`src/rtl/mm_seq_pkg.sv`:
```
// Shared types and sizing helpers for the matrix-multiply tile sequencer.
package mm_seq_pkg;

  typedef enum logic [1:0] {
    S_IDLE  = 2'd0,
    S_RUN   = 2'd1,
    S_DRAIN = 2'd2,
    S_DONE  = 2'd3
  } state_t;

  // Descriptor fields are sized for the largest supported fold; the top slices them down.
  localparam int STEP_AW_MAX = 24;

  function automatic int addr_w(input int n);
    return (n <= 1) ? 1 : $clog2(n);
  endfunction

  function automatic int fold(input int dim, input int lanes);
    return dim / lanes;
  endfunction

  typedef struct packed {
    logic                   in_src;
    logic [STEP_AW_MAX-1:0] in_addr;
    logic [STEP_AW_MAX-1:0] w_addr;
    logic                   first;
    logic                   last;
  } step_t;

endpackage

```
`src/rtl/mm_seq_credit_counter.sv`:
```
// Saturating up/down counter; a simultaneous inc and dec cancel, and a lone dec at zero flags underflow.
module mm_seq_credit_counter #(
  parameter int         W    = 4,
  parameter logic [W-1:0] MAX  = '1,
  parameter logic [W-1:0] INIT = '0
) (
  input  logic         i_clk,
  input  logic         i_rst,
  input  logic         i_inc,
  input  logic         i_dec,
  output logic [W-1:0] o_count,
  output logic         o_underflow
);

  logic [W-1:0] r_count;

  always_ff @(posedge i_clk or posedge i_rst) begin
    if (i_rst) begin
      r_count <= INIT;
    end else if (i_inc && !i_dec) begin
      if (r_count != MAX) r_count <= r_count + 1'b1;
    end else if (i_dec && !i_inc) begin
      if (r_count != '0) r_count <= r_count - 1'b1;
    end
  end

  assign o_count     = r_count;
  assign o_underflow = i_dec && !i_inc && (r_count == '0);

endmodule

```
`src/rtl/mm_tile_sequencer.sv`:
```
// Walks rows x neuron-fold x synapse-fold and issues one MAC step descriptor per cycle, throttled by output credits.
// Optional performance counters are enabled with `define MM_SEQ_PERF_EN.
module mm_tile_sequencer
  import mm_seq_pkg::*;
#(
  parameter int SIMD        = 8,
  parameter int PE          = 4,
  parameter int K_DIM       = 768,
  parameter int N_DIM       = 512,
  parameter int ROW_W       = 16,
  parameter int OUT_CREDITS = 4,
  localparam int SF  = fold(K_DIM, SIMD),
  localparam int NF  = fold(N_DIM, PE),
  localparam int IAW = addr_w(SF),
  localparam int WAW = addr_w(SF * NF)
) (
  input  logic             ap_clk,
  input  logic             ap_rst,
  input  logic             cmd_tvalid,
  output logic             cmd_tready,
  input  logic [ROW_W-1:0] cmd_tdata,
  output logic             step_valid,
  input  logic             step_ready,
  output logic             step_in_src,
  output logic [IAW-1:0]   step_in_addr,
  output logic [WAW-1:0]   step_w_addr,
  output logic             step_first,
  output logic             step_last,
  input  logic             out_fire,
  output logic             busy,
  output logic             done,
  output logic             proto_err,
  output logic [1:0]       dbg_state
`ifdef MM_SEQ_PERF_EN
  ,
  output logic [31:0]      perf_busy_cycles,
  output logic [31:0]      perf_stall_cycles
`endif
);

  localparam int NFW = addr_w(NF);
  localparam int CW  = addr_w(OUT_CREDITS + 1);
  localparam int OW  = ROW_W + addr_w(NF) + 1;
  localparam logic [IAW-1:0] SF_LAST = IAW'(SF - 1);
  localparam logic [NFW-1:0] NF_LAST = NFW'(NF - 1);

  state_t           r_state;
  logic [ROW_W-1:0] r_rows;
  logic [ROW_W-1:0] r_row;
  logic [NFW-1:0]   r_nf;
  logic [IAW-1:0]   r_sf;
  logic [WAW-1:0]   r_w_addr;
  logic             r_cmd_tready;
  logic             r_busy;
  logic             r_done;
  logic             r_proto_err;

  logic [CW-1:0] w_credits;
  logic [OW-1:0] w_outstanding;
  logic          w_credit_underflow;
  logic          w_out_underflow;
  logic          w_cmd_fire;
  logic          w_first;
  logic          w_sf_last;
  logic          w_nf_last;
  logic          w_row_last;
  logic          w_step_valid;
  logic          w_fire;
  logic          w_first_fire;
  logic          w_drain_empty;
  step_t         w_step;
  logic          w_unused_step;

  assign w_cmd_fire   = (r_state == S_IDLE) && cmd_tvalid;
  assign w_first      = (r_sf == '0);
  assign w_sf_last    = (r_sf == SF_LAST);
  assign w_nf_last    = (r_nf == NF_LAST);
  assign w_row_last   = (r_row == r_rows - 1'b1);
  // A new accumulation group needs a free output slot before it may start.
  assign w_step_valid = (r_state == S_RUN) && !(w_first && (w_credits == '0));
  assign w_fire       = w_step_valid && step_ready;
  assign w_first_fire = w_fire && w_first;
  assign w_drain_empty = (w_outstanding == '0) || ((w_outstanding == OW'(1)) && out_fire);

  mm_seq_credit_counter #(
    .W    (CW),
    .MAX  (CW'(OUT_CREDITS)),
    .INIT (CW'(OUT_CREDITS))
  ) u_credits (
    .i_clk       (ap_clk),
    .i_rst       (ap_rst),
    .i_inc       (out_fire),
    .i_dec       (w_first_fire),
    .o_count     (w_credits),
    .o_underflow (w_credit_underflow)
  );

  mm_seq_credit_counter #(
    .W    (OW),
    .MAX  ({OW{1'b1}}),
    .INIT ('0)
  ) u_outstanding (
    .i_clk       (ap_clk),
    .i_rst       (ap_rst),
    .i_inc       (w_first_fire),
    .i_dec       (out_fire),
    .o_count     (w_outstanding),
    .o_underflow (w_out_underflow)
  );

  always_ff @(posedge ap_clk or posedge ap_rst) begin
    if (ap_rst) begin
      r_state      <= S_IDLE;
      r_rows       <= '0;
      r_row        <= '0;
      r_nf         <= '0;
      r_sf         <= '0;
      r_w_addr     <= '0;
      r_cmd_tready <= 1'b1;
      r_busy       <= 1'b0;
      r_done       <= 1'b0;
    end else begin
      case (r_state)
        S_IDLE: begin
          if (w_cmd_fire) begin
            r_rows       <= cmd_tdata;
            r_row        <= '0;
            r_nf         <= '0;
            r_sf         <= '0;
            r_w_addr     <= '0;
            r_cmd_tready <= 1'b0;
            r_busy       <= 1'b1;
            if (cmd_tdata == '0) begin
              r_state <= S_DONE;
              r_done  <= 1'b1;
            end else begin
              r_state <= S_RUN;
            end
          end
        end
        S_RUN: begin
          if (w_fire) begin
            // Weight address runs linearly through nf*SF+sf and restarts every row.
            r_w_addr <= (w_sf_last && w_nf_last) ? '0 : r_w_addr + 1'b1;
            if (!w_sf_last) begin
              r_sf <= r_sf + 1'b1;
            end else begin
              r_sf <= '0;
              if (!w_nf_last) begin
                r_nf <= r_nf + 1'b1;
              end else begin
                r_nf <= '0;
                if (w_row_last) r_state <= S_DRAIN;
                else            r_row   <= r_row + 1'b1;
              end
            end
          end
        end
        S_DRAIN: begin
          if (w_drain_empty) begin
            r_state <= S_DONE;
            r_done  <= 1'b1;
          end
        end
        default: begin
          r_state      <= S_IDLE;
          r_done       <= 1'b0;
          r_busy       <= 1'b0;
          r_cmd_tready <= 1'b1;
        end
      endcase
    end
  end

  // Credit underflow is unreachable by construction; folding it in keeps a broken count visible.
  always_ff @(posedge ap_clk or posedge ap_rst) begin
    if (ap_rst) r_proto_err <= 1'b0;
    else if (w_out_underflow || w_credit_underflow) r_proto_err <= 1'b1;
  end

  always_comb begin
    w_step         = '0;
    w_step.in_src  = (r_nf != '0);
    w_step.in_addr = STEP_AW_MAX'(r_sf);
    w_step.w_addr  = STEP_AW_MAX'(r_w_addr);
    w_step.first   = w_first;
    w_step.last    = w_sf_last;
  end

  assign w_unused_step = ^{w_step.in_addr[STEP_AW_MAX-1:IAW], w_step.w_addr[STEP_AW_MAX-1:WAW]};

  assign step_valid   = w_step_valid;
  assign step_in_src  = w_step.in_src;
  assign step_in_addr = w_step.in_addr[IAW-1:0];
  assign step_w_addr  = w_step.w_addr[WAW-1:0];
  assign step_first   = w_step.first;
  assign step_last    = w_step.last;
  assign cmd_tready   = r_cmd_tready;
  assign busy         = r_busy;
  assign done         = r_done;
  assign proto_err    = r_proto_err;
  assign dbg_state    = r_state;

`ifdef MM_SEQ_PERF_EN
  logic [31:0] r_perf_busy;
  logic [31:0] r_perf_stall;

  always_ff @(posedge ap_clk or posedge ap_rst) begin
    if (ap_rst) begin
      r_perf_busy  <= '0;
      r_perf_stall <= '0;
    end else if (w_cmd_fire) begin
      r_perf_busy  <= '0;
      r_perf_stall <= '0;
    end else begin
      if (r_busy && (r_perf_busy != '1)) r_perf_busy <= r_perf_busy + 1'b1;
      if ((r_state == S_RUN) && !w_fire && (r_perf_stall != '1)) r_perf_stall <= r_perf_stall + 1'b1;
    end
  end

  assign perf_busy_cycles  = r_perf_busy;
  assign perf_stall_cycles = r_perf_stall;
`endif

endmodule
```
`config.mk`:
```
export PLATFORM = sky130hd
export DESIGN_NAME = mm_tile_sequencer
export DESIGN_NICKNAME = d
export VERILOG_FILES = /design/src/rtl/mm_seq_pkg.sv /design/src/rtl/mm_seq_credit_counter.sv /design/src/rtl/mm_tile_sequencer.sv
export SDC_FILE = /design/constraint.sdc
export NUM_CORES = 1
export LEC_CHECK = 0
export CORE_MARGIN = 2
export CORE_UTILIZATION = 42
export DETAILED_ROUTE_END_ITERATION = 10
export PLACE_DENSITY = 0.62
export SYNTH_ARGS = -nofsm -noshare
export SYNTH_HDL_FRONTEND = slang
export SYNTH_HIERARCHICAL = 1
export SYNTH_SLANG_ARGS = --single-unit
```
`constraint.sdc`:
```
create_clock -name ap_clk -period 4.8 [get_ports ap_clk]
set_clock_uncertainty 0.2 [all_clocks]
set_input_delay 0.72 -clock ap_clk [delete_from_list [all_inputs] [get_ports ap_clk]]
set_output_delay 0.72 -clock ap_clk [all_outputs]
set_load 0.1 [all_outputs]
```
Word level (Yosys, flattened, before mapping)
Cells that the tools add are included.
{"block": "classes", "n_reduce_logical": 38, "n_bitwise": 2, "addsub": 9, "n_eq_ne": 18, "mux": 42}
{"operator": "$mux 24", "n": 4}
{"operator": "$mux 16", "n": 5}
{"operator": "$mux 14", "n": 3}
{"operator": "$mux 7", "n": 6}
{"operator": "$pmux 16 s2", "n": 1}
{"operator": "$pmux 14 s2", "n": 1}
{"operator": "$pmux 7 s2", "n": 2}
{"operator": "$add 24x1->24 const B", "n": 1}
{"operator": "$eq 24x1->1 const B", "n": 1}
{"operator": "$logic_not 24->1", "n": 1}
{"operator": "$ne 24x24->1 const B", "n": 1}
{"operator": "$reduce_bool 24->1", "n": 1}
{"operator": "$sub 24x1->24 const B", "n": 1}
{"operator": "$add 16x1->16 const B", "n": 1}
{"operator": "$eq 16x16->1", "n": 1}
{"operator": "$logic_not 16->1", "n": 1}
{"operator": "$ne 2x2->1 const B", "n": 8}
{"operator": "$sub 16x1->16 const B", "n": 1}
{"operator": "$add 14x1->14 const B", "n": 1}
{"operator": "$add 7x1->7 const B", "n": 2}
{"operator": "$eq 7x7->1 const B", "n": 2}
{"operator": "$mux 2", "n": 7}
{"operator": "$mux 3", "n": 4}
{"operator": "$reduce_and 6->1", "n": 2}
{"operator": "other kinds (24)", "n": 51}
{"block": "totals", "register_bits": 93}

Longest topological paths before layout
{"block": "logic_depth", "depth_word": 10, "mapped_depth": 15}

Cells and area by module
Netlist, hierarchy kept.
{"mod": "mm_tile_sequencer", "seq_area_each_um2": 1652.8, "n_inst": 1, "area_per_inst_um2": 3998.8, "cells_each": 426}
{"mod": "mm_seq_credit_counter at u_outstanding", "seq_area_each_um2": 600.6, "n_inst": 1, "area_per_inst_um2": 2097.0, "cells_each": 246}
{"mod": "mm_seq_credit_counter at u_credits", "seq_area_each_um2": 76.3, "n_inst": 1, "area_per_inst_um2": 250.2, "cells_each": 27}

Least setup slack after synthesis
OpenSTA, ideal clock, no wires.
{"block": "synth_timing", "kind": "register to register", "start": "register r_sf[0], in the netlist step_in_addr[0]", "end": "register u_outstanding.r_count[20], in the netlist u_outstanding/o_count[20]", "setup_time_ns": 0.130, "t_arrival_ns": 6.534, "synth_period_minus_slack_ns": 6.865, "stages_incl_launch_ff": 15, "path_slack_ns": -2.065, "t_required_ns": 4.470, "path_cell_list": "dfrtp_1 -> inv_1 -> ha_1 -> or4b_2 -> nor3_1 -> and3_1 -> nand2b_1 -> fa_1 -> a21o_1 -> a221oi_2 -> o211ai_2 -> a21bo_2 -> a211oi_2 -> xor2_1 -> o21ai_1"}
{"block": "synth_between", "elab_chain_len": 10}
{"element": "start, declared", "line_no": "mm_tile_sequencer.sv:51", "source": "logic [IAW-1:0] r_sf;"}
{"element": "start signal, assigned", "line_no": "mm_tile_sequencer.sv:146", "source": "r_sf <= r_sf + 1'b1;"}
{"element": "$logic_not 7->1 *", "line_no": "mm_tile_sequencer.sv:75", "source": "assign w_first = (r_sf == '0);"}
{"element": "named net step_first", "line_no": "mm_tile_sequencer.sv:27", "source": "output logic step_first,"}
{"element": "$logic_and 1x1->1", "line_no": "mm_tile_sequencer.sv:80", "source": "assign w_step_valid = (r_state == S_RUN) && !(w_first && (w_credits == '0));"}
{"element": "$logic_not 1->1", "line_no": "mm_tile_sequencer.sv:80"}
{"element": "$logic_and 1x1->1", "line_no": "mm_tile_sequencer.sv:80"}
{"element": "$logic_and 1x1->1", "line_no": "mm_tile_sequencer.sv:81", "source": "assign w_fire = w_step_valid && step_ready;"}
{"element": "$logic_and 1x1->1 *", "line_no": "mm_tile_sequencer.sv:82", "source": "assign w_first_fire = w_fire && w_first;"}
{"element": "named net w_first_fire", "line_no": "mm_tile_sequencer.sv:69", "source": "logic w_first_fire;"}
{"element": "$logic_not 1->1", "line_no": "mm_seq_credit_counter.sv:22", "source": "end else if (i_dec && !i_inc) begin"}
{"element": "$logic_and 1x1->1", "line_no": "mm_seq_credit_counter.sv:22"}
{"element": "$reduce_bool 2->1 (no line)"}
{"element": "$reduce_and 3->1 (no line)"}
{"element": "end signal, assigned", "line_no": "mm_seq_credit_counter.sv:21", "source": "if (r_count != MAX) r_count <= r_count + 1'b1;"}
{"element": "end signal, assigned", "line_no": "mm_seq_credit_counter.sv:23", "source": "if (r_count != '0) r_count <= r_count - 1'b1;"}
{"element": "end, declared", "line_no": "mm_seq_credit_counter.sv:15", "source": "logic [W-1:0] r_count;"}
Mark *: on every way through the listed nets, which the timed path passes. The rest lies on a longest branch.
A chain may end at the register's enable or synchronous reset.

Worst setup path in the final report
{"block": "layout_timing", "start": "register r_sf[1], in the netlist step_in_addr[1]", "end": "register u_outstanding.r_count[20], in the netlist u_outstanding/o_count[20]"}
{"block": "layout_between", "elab_chain_len": 10}
{"element": "$logic_not 7->1 *", "line_no": "mm_tile_sequencer.sv:75"}
{"element": "$logic_and 1x1->1", "line_no": "mm_tile_sequencer.sv:80"}
{"element": "$logic_not 1->1", "line_no": "mm_tile_sequencer.sv:80"}
{"element": "$logic_and 1x1->1", "line_no": "mm_tile_sequencer.sv:80"}
{"element": "$logic_and 1x1->1", "line_no": "mm_tile_sequencer.sv:81"}
{"element": "$logic_and 1x1->1 *", "line_no": "mm_tile_sequencer.sv:82"}
{"element": "named net w_first_fire", "line_no": "mm_tile_sequencer.sv:69"}
{"element": "$logic_not 1->1", "line_no": "mm_seq_credit_counter.sv:22"}
{"element": "$logic_and 1x1->1", "line_no": "mm_seq_credit_counter.sv:22"}
{"element": "$reduce_bool 2->1 (no line)"}
{"element": "$reduce_and 3->1 (no line)"}
Marked as above.

==> flow_summary.toml <==
[critical_path]
worstPathArrival_ns = 4.30
cpPeakStageDelay_ns = 0.49
crit_start = "step_in_addr[1]$_DFFE_PP0P_"
worstSetupEndpointType = "register"
reg2reg_depth = 14
crit_path_frequent_cell = "ha_1"
worst-setup-path-type = "register to register"
cp_slowest_cell = "o41a_2"
r2r_slack_ns = 0.49
worstPathCellList = "inv_2 -> ha_1 -> or4b_4 -> o41a_2 -> and3_4 -> nand2b_4 -> ha_1 -> a21o_1 -> a221oi_2 -> o211ai_2 -> a21bo_2 -> a211oi_2 -> xor2_1 -> o21ai_1"
critical_path.top_delay_family = "compound AO/OA/AOI/OAI gates"
r2r-start = "step_in_addr[1]$_DFFE_PP0P_"
r2r_end = "u_outstanding/o_count[20]$_DFFE_PP0P_"
crit_buf_inv = 1
critPathMaxFanout = 25
cp.required_ns = 4.79
cp-start-kind = "register"

[route]
num_vias = 5544
antenna_left = 0
wirelength_um = 15900
drtPass1Iterations = 5
route.detailed.drc = 0
wl_per_cell_um = 17.0
vias_per_cell = 5.95
drt_iter0_drc = 275

[clocking]
cts.reportedPaths.clkPinSlew_ns = 0.07
cts_tree = "yes"
clk_path_buf_depth = 2
cts.hold.buffers_added = 0
htreeDepth = 3
cts_buffers = 9
clock_latency_ns = 0.34
ctsResizeCount = 0
cts.sinks = 93
postCtsSetupRepairBufs = 0
clk_root_buffer_cell = "clkbuf_16"

[global_routing]
grt_use_met2_pct = 35.2
antenna_found_initial = 0
grt.total_usage_pct = 20.0
grt_pass1_wl_um = 26500
grt_max_degree = 45
grt_use_met3_pct = 2.40
grt_pass1_vias = 5347
use_met1_pct = 26.2
grt_overflow = 0
grt_busiest_layer = "met2"

[logic_synthesis]
dominantRegCellSynth = "dfrtp_1"
synth_area_leaders = "dfrtp_1 (36%), ha_1 (6.9%), xor2_1 (4.1%)"
syn_area_um2 = 6350
synth-edff-count = 0
async_reset_ff_share_pct = 100
ys_seq_elements = 93
yosys.area.top_type_share_pct = 35.9
yosysWarnings = 6
synth_cell_types = 82
yosysSeqAreaShare_pct = 36.7
synth_cells = 699
syn-mean-instance-area_um2 = 9.08
synth_nets = 756
synth_top_area_cell = "dfrtp_1"

[pwr]
ir_drop_mv = 0.351
p_leak_nw = 3.10
finalPower_mw = 3.90
power-per-cell-area_nw_per_um2 = 529

[placement]
hpwl_um = 11900
dpl.cell_count = 916
gp_congestion = 0.905
dpl-instance-area_um2 = 7060
pre_cts_slack_ns = 0.512
port_buffers = 51

[cells_and_area]
drive_gt1_share_pct = 10.8
final_core_utilization_pct = 50.4
synthToLayoutAreaGrowth_pct = 16.3
design_area_um2 = 7380
antenna_cells = 0
final_common_cell = "dfrtp_1"
multi_input_area_um2 = 3850
nets = 800
mostFrequentLayoutCells = "dfrtp_1 (86), nand2_1 (65), clkdlybuf4s50_1 (51), nor2_1 (46), o21ai_0 (44)"
regArea_um2 = 2340
n_fill_cell = 1357
layout.cells.non_filler = 932

[timing]
setup_tns_ns = 0
tightest_slew_ns = 0.999
fin_hold_ws_ns = 0.278
post-route-period-util_pct = 89.8
setup_ws_ns = 0.488
slew_violations = 0
setup_violations = 0
max_freq_mhz = 232
hold_viol_final = 0
slew_headroom_pct = 33.2
grt_setup_unrepaired = "no"
fin_crit_ns = 4.31

[floorplanning]
dieHeight_um = 127
pin_count = 52
fp-row-count = 44
fp.coreArea_um2 = 14600
die_area_um2 = 16100
start_util_pct = 43.3
die_x_um = 127

[run]
maxCapViolCount = 0

[min_path]
min_to = "cmd_tready$_DFFE_PP1P_"
hold_path.class = "register to register"
whs_path_depth = 2
hp-start = "cmd_tready$_DFFE_PP1P_"

[run_status]
run_status = "complete, no violations"
==> cells by family after synthesis <==
kind of cell	after synthesis	synth area share [%]
buffers and inverters	46	3.37
adder cells (fa/ha/maj)	36	7.22
multiplexers	27	4.69
AND/OR/NAND/NOR	269	22.5
XOR/XNOR	58	8.00
flip-flops	93	36.7
AO/OA/AOI/OAI	170	17.5
==> cells in the mapped netlist, types with 6 or more instances <==
cell,count
nor2_1,47
o211ai_1,13
nor3_1,13
a21oi_1,38
clkbuf_1,15
or3_1,16
or4_1,6
a211oi_1,9
and3_1,12
nand2_1,65
xnor2_1,28
buf_2,6
nand2b_1,9
nand4_1,17
dfrtp_1,91
a21o_1,6
nor4_1,22
mux2_2,20
nand3_1,31
o21ai_0,44
xor2_1,30
ha_1,35
o21ai_1,13
inv_1,20
==> layer usage <==
metal | wire (µm) | vias to the layer above
met3 | 489 | 10
met1 | 7270 | 2731
li1 | - | 2695
met2 | 7940 | 108
met5 | 0 | -
met4 | 165 | 0
==> layout make-up <==
class,count,share of cell area [%]
timing repair buffer,59,7.73
tap,184,3.12
inverter,20,1.02
multi-input combinational,560,52.2
clock inverter,5,0.882
sequential,93,31.7
clock buffer,11,3.43
==> state kept, by name (all words and copies together), names as in the netlist <==
register / flops
r_nf: 7
done: 1
step_w_addr: 14
r_row: 16
busy: 1
u_credits/o_count: 3
cmd_tready: 1
dbg_state: 2
r_rows: 16
proto_err: 1
u_outstanding/o_count: 24
step_in_addr: 7
==> worst max-delay path by stage <==
stage          depth (start not counted)                                     to
6_report                              14  u_outstanding/o_count[20]$_DFFE_PP0P_
5_1_grt                               14  u_outstanding/o_count[20]$_DFFE_PP0P_
4_1_cts                               14  u_outstanding/o_count[20]$_DFFE_PP0P_
3_5_place_dp                          14  u_outstanding/o_count[20]$_DFFE_PP0P_
3_3_place_gp                          14  u_outstanding/o_count[20]$_DFFE_PP0P_
2_1_floorplan                         14  u_outstanding/o_count[20]$_DFFE_PP0P_
==> report_power, final <==
group	internal [mW]	total, mW	switching, mW	leakage (nW)
Combinational	0.724	1.90	1.17	1.75
Sequential	0.961	1.25	0.287	1.20
Clock	0.438	0.758	0.320	0.157
Total	2.12	3.90	1.78	3.10
==> worst min-delay path, delay by kind of cell, from the launching register on <==
kind / cells / cell delay (ns)
buffers and inverters: 1 / 0.05
AOI/OAI and AO/OA: 1 / 0.06
DFF: 1 / 0.37
(Power assumes the default switching activity.)
